[config.mk]
export PLATFORM = sky130hd
export DESIGN_NAME = multiplicador_param
export DESIGN_NICKNAME = d
export VERILOG_FILES = /design/src/rtl/multiplicador_pkg.sv /design/src/rtl/multiplicador_paso.sv /design/src/rtl/multiplicador_param.sv
export SDC_FILE = /design/constraint.sdc
export NUM_CORES = 1
export LEC_CHECK = 0
export ABC_CLOCK_PERIOD_IN_PS = 3800
export CORE_MARGIN = 2
export CORE_UTILIZATION = 50
export DETAILED_ROUTE_END_ITERATION = 7
export PLACE_DENSITY_LB_ADDON = 0.3
export SLEW_MARGIN = 20
export SYNTH_ARGS = -nofsm -noshare
export SYNTH_HDL_FRONTEND = slang
export SYNTH_SLANG_ARGS = --single-unit
export TNS_END_PERCENT = 10
[constraint.sdc]
create_clock -name clk -period 3.8 [get_ports clk]
set_clock_uncertainty 0.05 [all_clocks]
set_input_delay 1.14 -clock clk [delete_from_list [all_inputs] [get_ports clk]]
set_output_delay 1.14 -clock clk [all_outputs]
set_load 0.01 [all_outputs]
[src/rtl/multiplicador_pkg.sv]
// Shared definitions for the parametrised shift-add multiplier: FSM encodings,
// the legal digit-width check and a constant clog2.
`ifndef MULTIPLICADOR_PKG_SV
`define MULTIPLICADOR_PKG_SV

`define MULT_BPC_LEGAL(bpc) (((bpc) == 1) || ((bpc) == 2) || ((bpc) == 4))

package multiplicador_pkg;

  localparam logic [1:0] ST_IDLE = 2'd0;
  localparam logic [1:0] ST_CALC = 2'd1;
  localparam logic [1:0] ST_DONE = 2'd2;

  typedef enum logic [1:0] {
    IDLE = ST_IDLE,
    CALC = ST_CALC,
    DONE = ST_DONE
  } state_t;

  // Ceiling log2, usable in constant expressions.
  function automatic int unsigned clog2(input int unsigned value);
    int unsigned res;
    res = 0;
    for (int unsigned i = 0; i < 32; i++) begin
      if ((64'd1 << i) < 64'(value)) res = i + 1;
    end
    return res;
  endfunction

endpackage

`endif

[src/rtl/multiplicador_paso.sv]
// One multiply step: adds the multiplicand scaled by the current multiplier digit.
module multiplicador_paso #(
  parameter int unsigned WIDTH = 32,
  parameter int unsigned BPC   = 1
) (
  input  logic [2*WIDTH-1:0] mcand,
  input  logic [BPC-1:0]     digit,
  input  logic [2*WIDTH-1:0] acc,
  output logic [2*WIDTH-1:0] acc_next_c
);

  localparam int unsigned PW = 2 * WIDTH;

  always_comb begin
    acc_next_c = acc + mcand * PW'(digit);
  end

endmodule

[src/rtl/multiplicador_param.sv]
// Sequential multiplier retiring BPC multiplier bits per cycle, with signed mode,
// early exit on an exhausted multiplier and a valid/ack handshake.
module multiplicador_param
  import multiplicador_pkg::*;
#(
  parameter int unsigned WIDTH = 32,
  parameter int unsigned BPC   = 1
) (
  input  logic               clk,
  input  logic               reset,
  input  logic [WIDTH-1:0]   a,
  input  logic [WIDTH-1:0]   b,
  input  logic               signed_mode,
  input  logic               valid_data,
  input  logic               ack,
  output logic [2*WIDTH-1:0] producto,
  output logic               Done_Flag,
  output logic               busy
);

  localparam int unsigned PW    = 2 * WIDTH;
  localparam int unsigned N     = WIDTH / BPC;
  localparam int unsigned CNT_W = clog2(N + 1);

  if (!(`MULT_BPC_LEGAL(BPC)) || ((WIDTH % BPC) != 0) || (WIDTH < 4)) begin : g_bad_cfg
    $error("multiplicador_param: illegal WIDTH/BPC combination");
  end

  state_t           state, state_nxt;
  logic [PW-1:0]    acc, acc_nxt, acc_step;
  logic [PW-1:0]    mcand, mcand_nxt;
  logic [WIDTH-1:0] mreg, mreg_nxt;
  logic [CNT_W-1:0] cnt, cnt_nxt;
  logic             neg, neg_nxt;
  logic [PW-1:0]    prod_nxt;
  logic             done_nxt;
  logic             busy_nxt;
  logic [WIDTH-1:0] a_mag, b_mag;

  multiplicador_paso #(
    .WIDTH (WIDTH),
    .BPC   (BPC)
  ) u_paso (
    .mcand      (mcand),
    .digit      (mreg[BPC-1:0]),
    .acc        (acc),
    .acc_next_c (acc_step)
  );

  // Next-state, datapath and output logic.
  always_comb begin
    state_nxt = state;
    acc_nxt   = acc;
    mcand_nxt = mcand;
    mreg_nxt  = mreg;
    cnt_nxt   = cnt;
    neg_nxt   = neg;
    prod_nxt  = producto;
    done_nxt  = Done_Flag;
    a_mag     = (signed_mode && a[WIDTH-1]) ? -a : a;
    b_mag     = (signed_mode && b[WIDTH-1]) ? -b : b;

    unique case (state)
      IDLE: begin
        if (valid_data) begin
          acc_nxt   = '0;
          mcand_nxt = PW'(a_mag);
          mreg_nxt  = b_mag;
          cnt_nxt   = '0;
          neg_nxt   = signed_mode & (a[WIDTH-1] ^ b[WIDTH-1]);
          state_nxt = CALC;
        end
      end
      CALC: begin
        // Finish as soon as no multiplier bits remain.
        if ((mreg == '0) || (cnt == CNT_W'(N))) begin
          prod_nxt  = neg ? -acc : acc;
          done_nxt  = 1'b1;
          state_nxt = DONE;
        end else begin
          acc_nxt   = acc_step;
          mcand_nxt = mcand << BPC;
          mreg_nxt  = mreg >> BPC;
          cnt_nxt   = cnt + CNT_W'(1);
        end
      end
      DONE: begin
        if (ack) begin
          done_nxt  = 1'b0;
          state_nxt = IDLE;
        end
      end
      default: state_nxt = IDLE;
    endcase

    busy_nxt = (state_nxt != IDLE);
  end

  always_ff @(posedge clk or negedge reset) begin
    if (!reset) begin
      state     <= IDLE;
      acc       <= '0;
      mcand     <= '0;
      mreg      <= '0;
      cnt       <= '0;
      neg       <= 1'b0;
      producto  <= '0;
      Done_Flag <= 1'b0;
      busy      <= 1'b0;
    end else begin
      state     <= state_nxt;
      acc       <= acc_nxt;
      mcand     <= mcand_nxt;
      mreg      <= mreg_nxt;
      cnt       <= cnt_nxt;
      neg       <= neg_nxt;
      producto  <= prod_nxt;
      Done_Flag <= done_nxt;
      busy      <= busy_nxt;
    end
  end

endmodule

==> impl_metrics.tcl, run 1 <==
set metrics [dict create \
    crit_type "reg2reg" \
    drc 0 \
    path_cells "or4_4, or3_4, or4_4, or3_4, or3_4, or3_4, or3_4, o41ai_4, xor2_1, o21ai_1" \
    rsz0062_at_grt "yes" \
    grt_max_degree 99 \
    seq_area_frac_synth 0.381 \
    synth_compound_area_frac 0.224 \
    syn_to_final_growth_pct 26.8 \
    postPlaceCellArea_mm2 0.0185 \
    fp-row-count 64 \
    arrival_ns 4.32 \
    dieArea_mm2 0.0323 \
    final_layout_size_suffix_gt1_frac 0.144 \
    crit_slowest_cell "or4_4" \
    timing.fmax_mhz 252 \
    ys_warn_count 0 \
    worst_path_dominant_cell_family "simple AND/OR/NAND/NOR gates" \
    slowest_delay_ns 0.54 \
    drt_pass1_iterations 5 \
    setup_violations 5 \
    dr_total_vias 14400 \
    ios 135 \
    grt_pass1_wl_um 69900 \
    max-cap-violations 0 \
    synth_xor_xnor_area_share 0.103 \
    grt_pass1_vias 14100 \
    initial_core_util 0.506 \
    ir_drop_uv 443 \
    hpwl_um 31400 \
    synth_fa_ha_area_frac 0.0564 \
    synth_edf_count 0 \
    slew_headroom 0.414 \
    place_congestion 0.902 \
    worstPathRequired_ns 4.16 \
    tightestPinTransition_ns 0.878 \
    viasPerCell 5.80 \
    fin_ws_ns -0.161 \
    violations "negative setup slack" \
    grt-ovfl-total 0 \
    synthMuxAreaShare 0.00349 \
    routedWlPerCell_um 17.0 \
    synthArstFlopShare 1.00 \
    synthCells 1800 \
    die_h_um 180 \
    die_w_um 180 \
    clock_latency_ns 0.54 \
    synth_top_family_by_area "compound AO/OA/AOI/OAI gates" \
    crit_buf_inv 0 \
    worst-path-max-fanout 4 \
    root_buffer "clkbuf_16" \
    htreeDepth 1 \
    p_per_area_mw_per_mm2 796 \
    io_buffers 134 \
    power.leakage_nw 8.74 \
    status "finished, violations left" \
    cts.sink_count 235 \
    cp-start-kind "register" \
    fin_nets 2201 \
    synth_ff_type "dfrtp_1" \
    dp.cells 2426 \
    synth_nets 1938 \
    cts_max_path_buffers 3 \
    fin_area_mm2 0.0196 \
    hold_path.class "reg2reg" \
    crit_top_cell "or3_4" \
    min_period_ns 3.96 \
    worstSetupEndpointType "register" \
    core_area_mm2 0.0305 \
    ant_nets 0 \
    synth_top_area_frac 0.381 \
    clk_pin_slew_ns 0.06 \
    ys_types 62 \
    place_ws_ns -0.681 \
    cts_buffers 27 \
    antenna_found_initial 0 \
    finalNonFillerCells 2478 \
    drt_iter0_markers 1052 \
    synth_area_mm2 0.0154 \
    holdBufCountCts 0 \
    synth-simple-area-share 0.199 \
    grtUsageTotal 0.258 \
    synth-seq-cells 235 \
    avgSynthCellArea_um2 8.58 \
    timing.final.crit_share 1.04 \
    drt_wl_total_um 42100 \
    yosys-top-cells-area "dfrtp_1, o21ai_0, xor2_1" \
    yosys.area.top_type "dfrtp_1" \
    cts_tree "yes" \
    diodes 0 \
    hold_viol 0 \
    drv_slew 0 \
]
## final timing paths
check	startpoint	to	slack (ns)	cells past startpoint
max	acc[10]	producto[56]	-0.16	10
min	producto[45]	producto[45]	0.43	2
max reg2reg	acc[10]	producto[56]	-0.16	10
min reg2reg	producto[45]	producto[45]	0.43	2
max in group asynchronous	reset	mreg[0]	2.23	2
min in group asynchronous	reset	producto[21]	0.58	1
## cells in the mapped netlist (all sizes together), types with 4 or more instances
master	n
a221o	17
o31ai	35
or4	18
dfrtp	235
xor2	117
nor4	18
a31oi	18
nand2b	14
a22oi	47
o211ai	5
ha	68
nand3	108
nor2	69
o21bai	15
nor3b	5
nor2b	13
buf	20
a211oi	7
clkbuf	85
o21ai	234
inv	28
or2	9
nor3	11
nand2	224
a21boi	4
nand4	14
xnor2	65
a21o	51
a21oi	82
or3	22
o41ai	19
and2	72
o21a	5
and3	13
## report_power, final
part / total, W / switching [W] / leakage (nW) / internal [W]
Sequential: 0.00467 / 0.00106 / 3.02 / 0.00361
Clock: 0.00269 / 0.00105 / 0.449 / 0.00165
Combinational: 0.00820 / 0.00440 / 5.28 / 0.00380
## timing repair
item                       4_1_cts  5_1_grt
gates resized for setup         20       18
setup buffers                    2        2
setup endpoints to repair       26       41
gates cloned                     0        0
pin swaps                        6        5
## area by class of cell
class / count / area [um2]
fill: 2501 / 10900
multi-input combinational: 1432 / 9240
clock buffer: 37 / 753
sequential: 235 / 5880
tap: 396 / 495
clock inverter: 11 / 158
inverter: 28 / 105
timing repair buffer: 339 / 2930
## per-stage QoR
step	hold WS, ns	TNS, ns	util	power, W
3_5_place_dp	0.419	-5.69	0.606	0.0127
2_1_floorplan	0.403	-0.00348	-	0.00941
4_1_cts	0.432	-0.533	0.639	0.0155
6_report	0.427	-0.314	0.641	0.0156
5_1_grt	0.451	-2.85	0.641	0.0168
3_3_place_gp	0.411	-3.34	0.606	0.0124
## cell usage in the layout, fill, tap and decap left out, types with 7 or more instances in the layout
cell type,Yosys,routed
dfrtp_1,235,233
o21ai_0,231,226
nand2_1,224,222
buf_4,0,200
clkdlybuf4s50_1,0,133
xor2_1,117,117
nand3_1,108,108
a21oi_1,82,78
and2_1,72,72
nor2_1,69,67
ha_1,68,66
xnor2_1,65,65
a21o_1,51,51
a22oi_1,47,47
o31ai_1,35,33
clkbuf_16,0,27
inv_1,28,26
o41ai_1,18,18
a221o_1,17,17
or4_1,16,16
nor4_1,18,15
o21bai_1,15,15
a31oi_1,18,15
or3_1,17,15
nand4_1,14,14
nand2b_1,14,13
nor2b_1,13,13
and3_1,13,13
nor3_1,11,11
or2_2,8,8
o21ai_1,3,7
or3_4,5,7
## registers in the layout (all words and copies together), names as in the netlist
register   cells
mreg          32
cnt            6
busy           1
state          2
producto      64
mcand         64
acc           64
neg            1
Done_Flag      1
## per-layer routing
layer / share of wire / global-route usage
met4: 0.032 / 0.0842
met5: 0 / 0
met3: 0.057 / 0.0411
met1: 0.44 / 0.343
met2: 0.47 / 0.430
## kinds of logic (layout without fill, tap and decap cells)
kind of cell | after synthesis | in the layout
xor gates and xnor gates | 182 | 182
muxes | 5 | 5
AOI/OAI and AO/OA | 557 | 557
DFF | 235 | 235
adders and majority gates | 69 | 69
and+or+nand+nor | 619 | 619
buffers and inverters | 133 | 415
## worst reg2reg max path, cell delays in order, from the launching register on
cell	delay, ns
dfrtp_1	0.38
or4_4	0.54
or3_4	0.40
or4_4	0.52
or3_4	0.35
or3_4	0.37
or3_4	0.37
or3_4	0.37
o41ai_4	0.23
xor2_1	0.19
o21ai_1	0.08
Power figures use the tool's default switching activity.
==> inputs of run 2 (changes only) <==
Settings changed: SKIP_LAST_GASP from default to 1.
==> impl_metrics.tcl, run 2 (synthesized netlist as in run 1, its figures left out) <==
set metrics [dict create \
    ios 135 \
    ir_drop_uv 439 \
    place_congestion 0.902 \
    final_layout_size_suffix_gt1_frac 0.141 \
    initial_core_util 0.506 \
    fin_nets 2201 \
    holdBufCountCts 0 \
    grtUsageTotal 0.256 \
    min_period_ns 3.95 \
    dieArea_mm2 0.0323 \
    reg2reg_from "acc[0]" \
    ant_nets 0 \
    drt_pass1_iterations 7 \
    power.leakage_nw 8.74 \
    core_area_mm2 0.0305 \
    p_per_area_mw_per_mm2 795 \
    drc 0 \
    multiInputGateArea_mm2 0.00921 \
    crit_top_cell "or3_4" \
    dr_total_vias 14400 \
    die_h_um 180 \
    diodes 0 \
    fill_cells 2506 \
    crit_buf_inv 1 \
    min-delay-start "producto[24]" \
    crit_type "reg2reg" \
    cts_tree "yes" \
    max-cap-violations 0 \
    cp-start-kind "register" \
    dp.cells 2426 \
    cts.sink_count 235 \
    root_buffer "clkbuf_16" \
    cts_buffers 27 \
    grt_max_degree 99 \
    rsz0062_at_grt "yes" \
    drt_wl_total_um 41900 \
    routedWlPerCell_um 16.9 \
    slew_headroom 0.417 \
    die_w_um 180 \
    worstPathRequired_ns 4.17 \
    setup_violations 16 \
    io_buffers 134 \
    timing.final.crit_share 1.04 \
    grt-ovfl-total 0 \
    drt_iter0_markers 1090 \
    clock_latency_ns 0.54 \
    htreeDepth 1 \
    final_common_cell "dfrtp_1" \
    finalNonFillerCells 2478 \
    violations "negative setup slack" \
    grt_pass1_wl_um 69600 \
    worst-path-max-fanout 4 \
    clk_pin_slew_ns 0.06 \
    tightestPinTransition_ns 0.874 \
    path_cells "inv_1, ha_2, nand2b_1, nand3b_1, or3_4, or4_4, or3_4, or3_4, or3_4, or3_4, o41ai_4, xor2_1, o21ai_1" \
    reg_top3 "acc x64, mcand x64, producto x64" \
    whs_ns 0.426 \
    setup_tns_ns -0.948 \
    antenna_found_initial 0 \
    arrival_ns 4.32 \
    syn_to_final_growth_pct 26.6 \
    timing.fmax_mhz 253 \
    hpwl_um 31400 \
    cts_max_path_buffers 3 \
    slowest_delay_ns 0.52 \
    fin_ws_ns -0.151 \
    crit_path_start "acc[0]" \
    status "finished, violations left" \
    grt_pass1_vias 14100 \
    hold_viol 0 \
    crit_slowest_cell "or4_4" \
    fp-row-count 64 \
    viasPerCell 5.80 \
    hold_path.class "reg2reg" \
    final_cell_mix "dfrtp_1, o21ai_0, nand2_1" \
    drv_slew 0 \
    worstSetupEndpointType "register" \
    regArea_mm2 0.00588 \
    worst_path_dominant_cell_family "simple AND/OR/NAND/NOR gates" \
]
## run 2: cell types whose count changed in the layout (fill, tap and decap cells not counted), moves of 2 or more
cell | before | now
a31oi_1 | 15 | 17
inv_1 | 26 | 28
inv_2 | 2 | 0
or3_1 | 15 | 17
or3_4 | 7 | 5
## run 2: report_power, final
group	total, W	internal, W	switching, W
combinational	0.00819	0.00379	0.00440
sequential	0.00466	0.00361	0.00105
clock	0.00269	0.00165	0.00104
total	0.0155	0.00905	0.00649
## run 2: final cells by class
type | count | share of cell area
Clock buffer | 37 | 0.0386
Inverter | 28 | 0.00538
Clock inverter | 11 | 0.00807
Sequential cell | 235 | 0.301
Multi-Input combinational cell | 1432 | 0.471
Timing Repair Buffer | 339 | 0.150
Tap cell | 396 | 0.0254
## run 2: path summary, 6_finish.rpt
path	to	slack [ns]	cells past startpoint
hold reg to reg	producto[24]	0.43	2
setup reg to reg	producto[56]	-0.15	13
hold / removal	producto[24]	0.43	2
setup / recovery	producto[56]	-0.15	13
max in group asynchronous	mreg[0]	2.24	2
min in group asynchronous	producto[21]	0.57	1
## run 2: timing repair
item / in CTS / in global routing
setup buffers: 2 / 2
pin swaps: 2 / 9
resized for setup: 6 / 20
setup endpoints to repair: 26 / 43
## run 2: tightest hold or removal path, cell delays in order, from the launching register on
cell and delay, ns:
dfrtp_1 0.34, nand2_1 0.04, o21ai_0 0.06
## run 2: through the flow
stage	util	total power [W]	setup WS [ns]	instance area, um2
floorplan	-	0.00941	-0.00348	15400
global placement	0.606	0.0124	-0.538	18500
detailed placement	0.606	0.0127	-0.681	18500
CTS	0.637	0.0155	-0.166	19400
global route	0.640	0.0168	-0.301	19500
finish	0.640	0.0155	-0.151	19500
## run 2: metal layers
layer / GRT usage / vias up / wire length [um]
met2: 0.426 / 381 / 19700
met5: 0 / - / 0
met3: 0.0411 / 87 / 2440
met4: 0.0839 / 0 / 1330
li1: - / 7028 / -
met1: 0.342 / 6874 / 18500
==> inputs of run 3 (changes only) <==
Settings changed: CORE_UTILIZATION 50 to 35.
==> impl_metrics.tcl, run 3 (synthesized netlist as in run 1, its figures left out) <==
set metrics [dict create \
    hpwl_um 32800 \
    cts.sink_count 235 \
    fin_area_mm2 0.0198 \
    drv_slew 0 \
    finalNonFillerCells 2657 \
    root_buffer "clkbuf_16" \
    min_period_ns 4.01 \
    viasPerCell 5.25 \
    slew_headroom 0.460 \
    clock_latency_ns 0.57 \
    io_buffers 134 \
    grt_pass1_wl_um 71500 \
    power.total_w 0.0156 \
    min-delay-start "producto[43]" \
    multiInputGateArea_mm2 0.00920 \
    timing.final.crit_share 1.05 \
    p_per_area_mw_per_mm2 787 \
    rsz0062_at_grt "yes" \
    tightestPinTransition_ns 0.811 \
    drt_wl_total_um 43300 \
    ant_nets 0 \
    ios 135 \
    hold_path.class "reg2reg" \
    diodes 0 \
    r2r_setup_slack_ns -0.21 \
    fin_ws_ns -0.207 \
    hold_viol 0 \
    max-cap-violations 0 \
    cts_tree "yes" \
    drc 0 \
    crit_path_start "acc[10]" \
    power.leakage_nw 8.71 \
    reg_top3 "acc x64, mcand x64, producto x64" \
    drt_iter0_markers 768 \
    drt_pass1_iterations 5 \
    final_cell_mix "dfrtp_1, o21ai_0, nand2_1" \
    final_common_cell "dfrtp_1" \
    r2r_end "producto[56]" \
    arrival_ns 4.40 \
    regArea_mm2 0.00588 \
    cp-start-kind "register" \
    die_w_um 214 \
    violations "negative setup slack" \
    fp-row-count 76 \
    htreeDepth 1 \
    status "finished, violations left" \
    dr_total_vias 14000 \
    postPlaceCellArea_mm2 0.0187 \
    reg2reg_from "acc[10]" \
    grt_pass1_vias 13500 \
    fin_nets 2192 \
    worst-path-max-fanout 4 \
    ir_drop_uv 323 \
    worstSetupEndpointType "register" \
    place_congestion 0.904 \
    cts_buffers 28 \
    setup_violations 11 \
    syn_to_final_growth_pct 28.1 \
    initial_core_util 0.357 \
    crit_type "reg2reg" \
    crit_end "producto[56]" \
    grtUsageTotal 0.187 \
    grt_max_degree 87 \
    antenna_found_initial 1 \
    cts_max_path_buffers 3 \
    fill_cells 4185 \
    core_area_mm2 0.0433 \
    grt-ovfl-total 0 \
    worstPathRequired_ns 4.19 \
    clk_pin_slew_ns 0.06 \
    timing.fmax_mhz 250 \
    dieArea_mm2 0.0458 \
    dp.cells 2607 \
    rr_worst_depth 10 \
    die_h_um 214 \
    routedWlPerCell_um 16.3 \
    final_layout_size_suffix_gt1_frac 0.139 \
]
-- run 3: cell types whose count changed in the layout (fill, tap and decap cells not counted), sizes merged --
cell      previous run  this run
clkbuf              38        36
clkinvlp             1         4
buf                205       196
clkinv               6         4
-- run 3: worst min path at each step --
stage | to | slack, ns | depth (start not counted)
4_1_cts | producto[34] | 0.43 | 2
5_1_grt | producto[62] | 0.44 | 2
6_report | producto[43] | 0.42 | 2
3_3_place_gp | producto[27] | 0.41 | 2
3_5_place_dp | producto[27] | 0.42 | 2
2_1_floorplan | mcand[33] | 0.40 | 2
-- run 3: timing repair --
item,CTS,global route
pin swaps,0,10
hold buffers,0,0
endpoints found under the setup margin,17,43
resized for setup,1,27
setup buffers,1,1
-- run 3: stage by stage --
step | util | setup TNS (ns) | hold slack (ns) | worst slack (ns)
2_1_floorplan | - | -0.00348 | 0.403 | -0.00348
6_report | 0.457 | -0.709 | 0.424 | -0.207
5_1_grt | 0.457 | -4.31 | 0.445 | -0.286
3_5_place_dp | 0.432 | -3.85 | 0.420 | -0.582
3_3_place_gp | 0.432 | -2.91 | 0.412 | -0.525
4_1_cts | 0.454 | -1.49 | 0.433 | -0.217
-- run 3: where the power goes --
part | internal, W | switching, W | total (W)
Sequential | 0.00361 | 0.00106 | 0.00467
Combinational | 0.00376 | 0.00433 | 0.00808
Clock | 0.00171 | 0.00109 | 0.00280
-- run 3: critical path, stage by stage (launching register included) --
cell     delay, ns
dfrtp_1       0.37
or4_4         0.54
or3_4         0.38
or4_4         0.51
or3_4         0.35
or3_4         0.38
or3_4         0.44
or3_4         0.41
o41ai_4       0.22
xor2_1        0.18
o21ai_1       0.07
-- run 3: metal layers --
layer	global-route usage	part of all wire	vias to the layer above
li1	-	-	7004
met1	0.263	0.48	6615
met2	0.299	0.45	270
met3	0.0265	0.045	64
met4	0.0557	0.027	0
met5	0	0	-
-- run 3: area by class of cell --
| type | count | area share |
|---|---|---|
| clock buffers | 36 | 0.0396 |
| multi-input cells | 1432 | 0.466 |
| inverters | 28 | 0.00532 |
| flip-flops and latches | 235 | 0.298 |
| well taps | 585 | 0.0370 |
| repair buffers | 329 | 0.146 |
| clock inverters | 12 | 0.00899 |
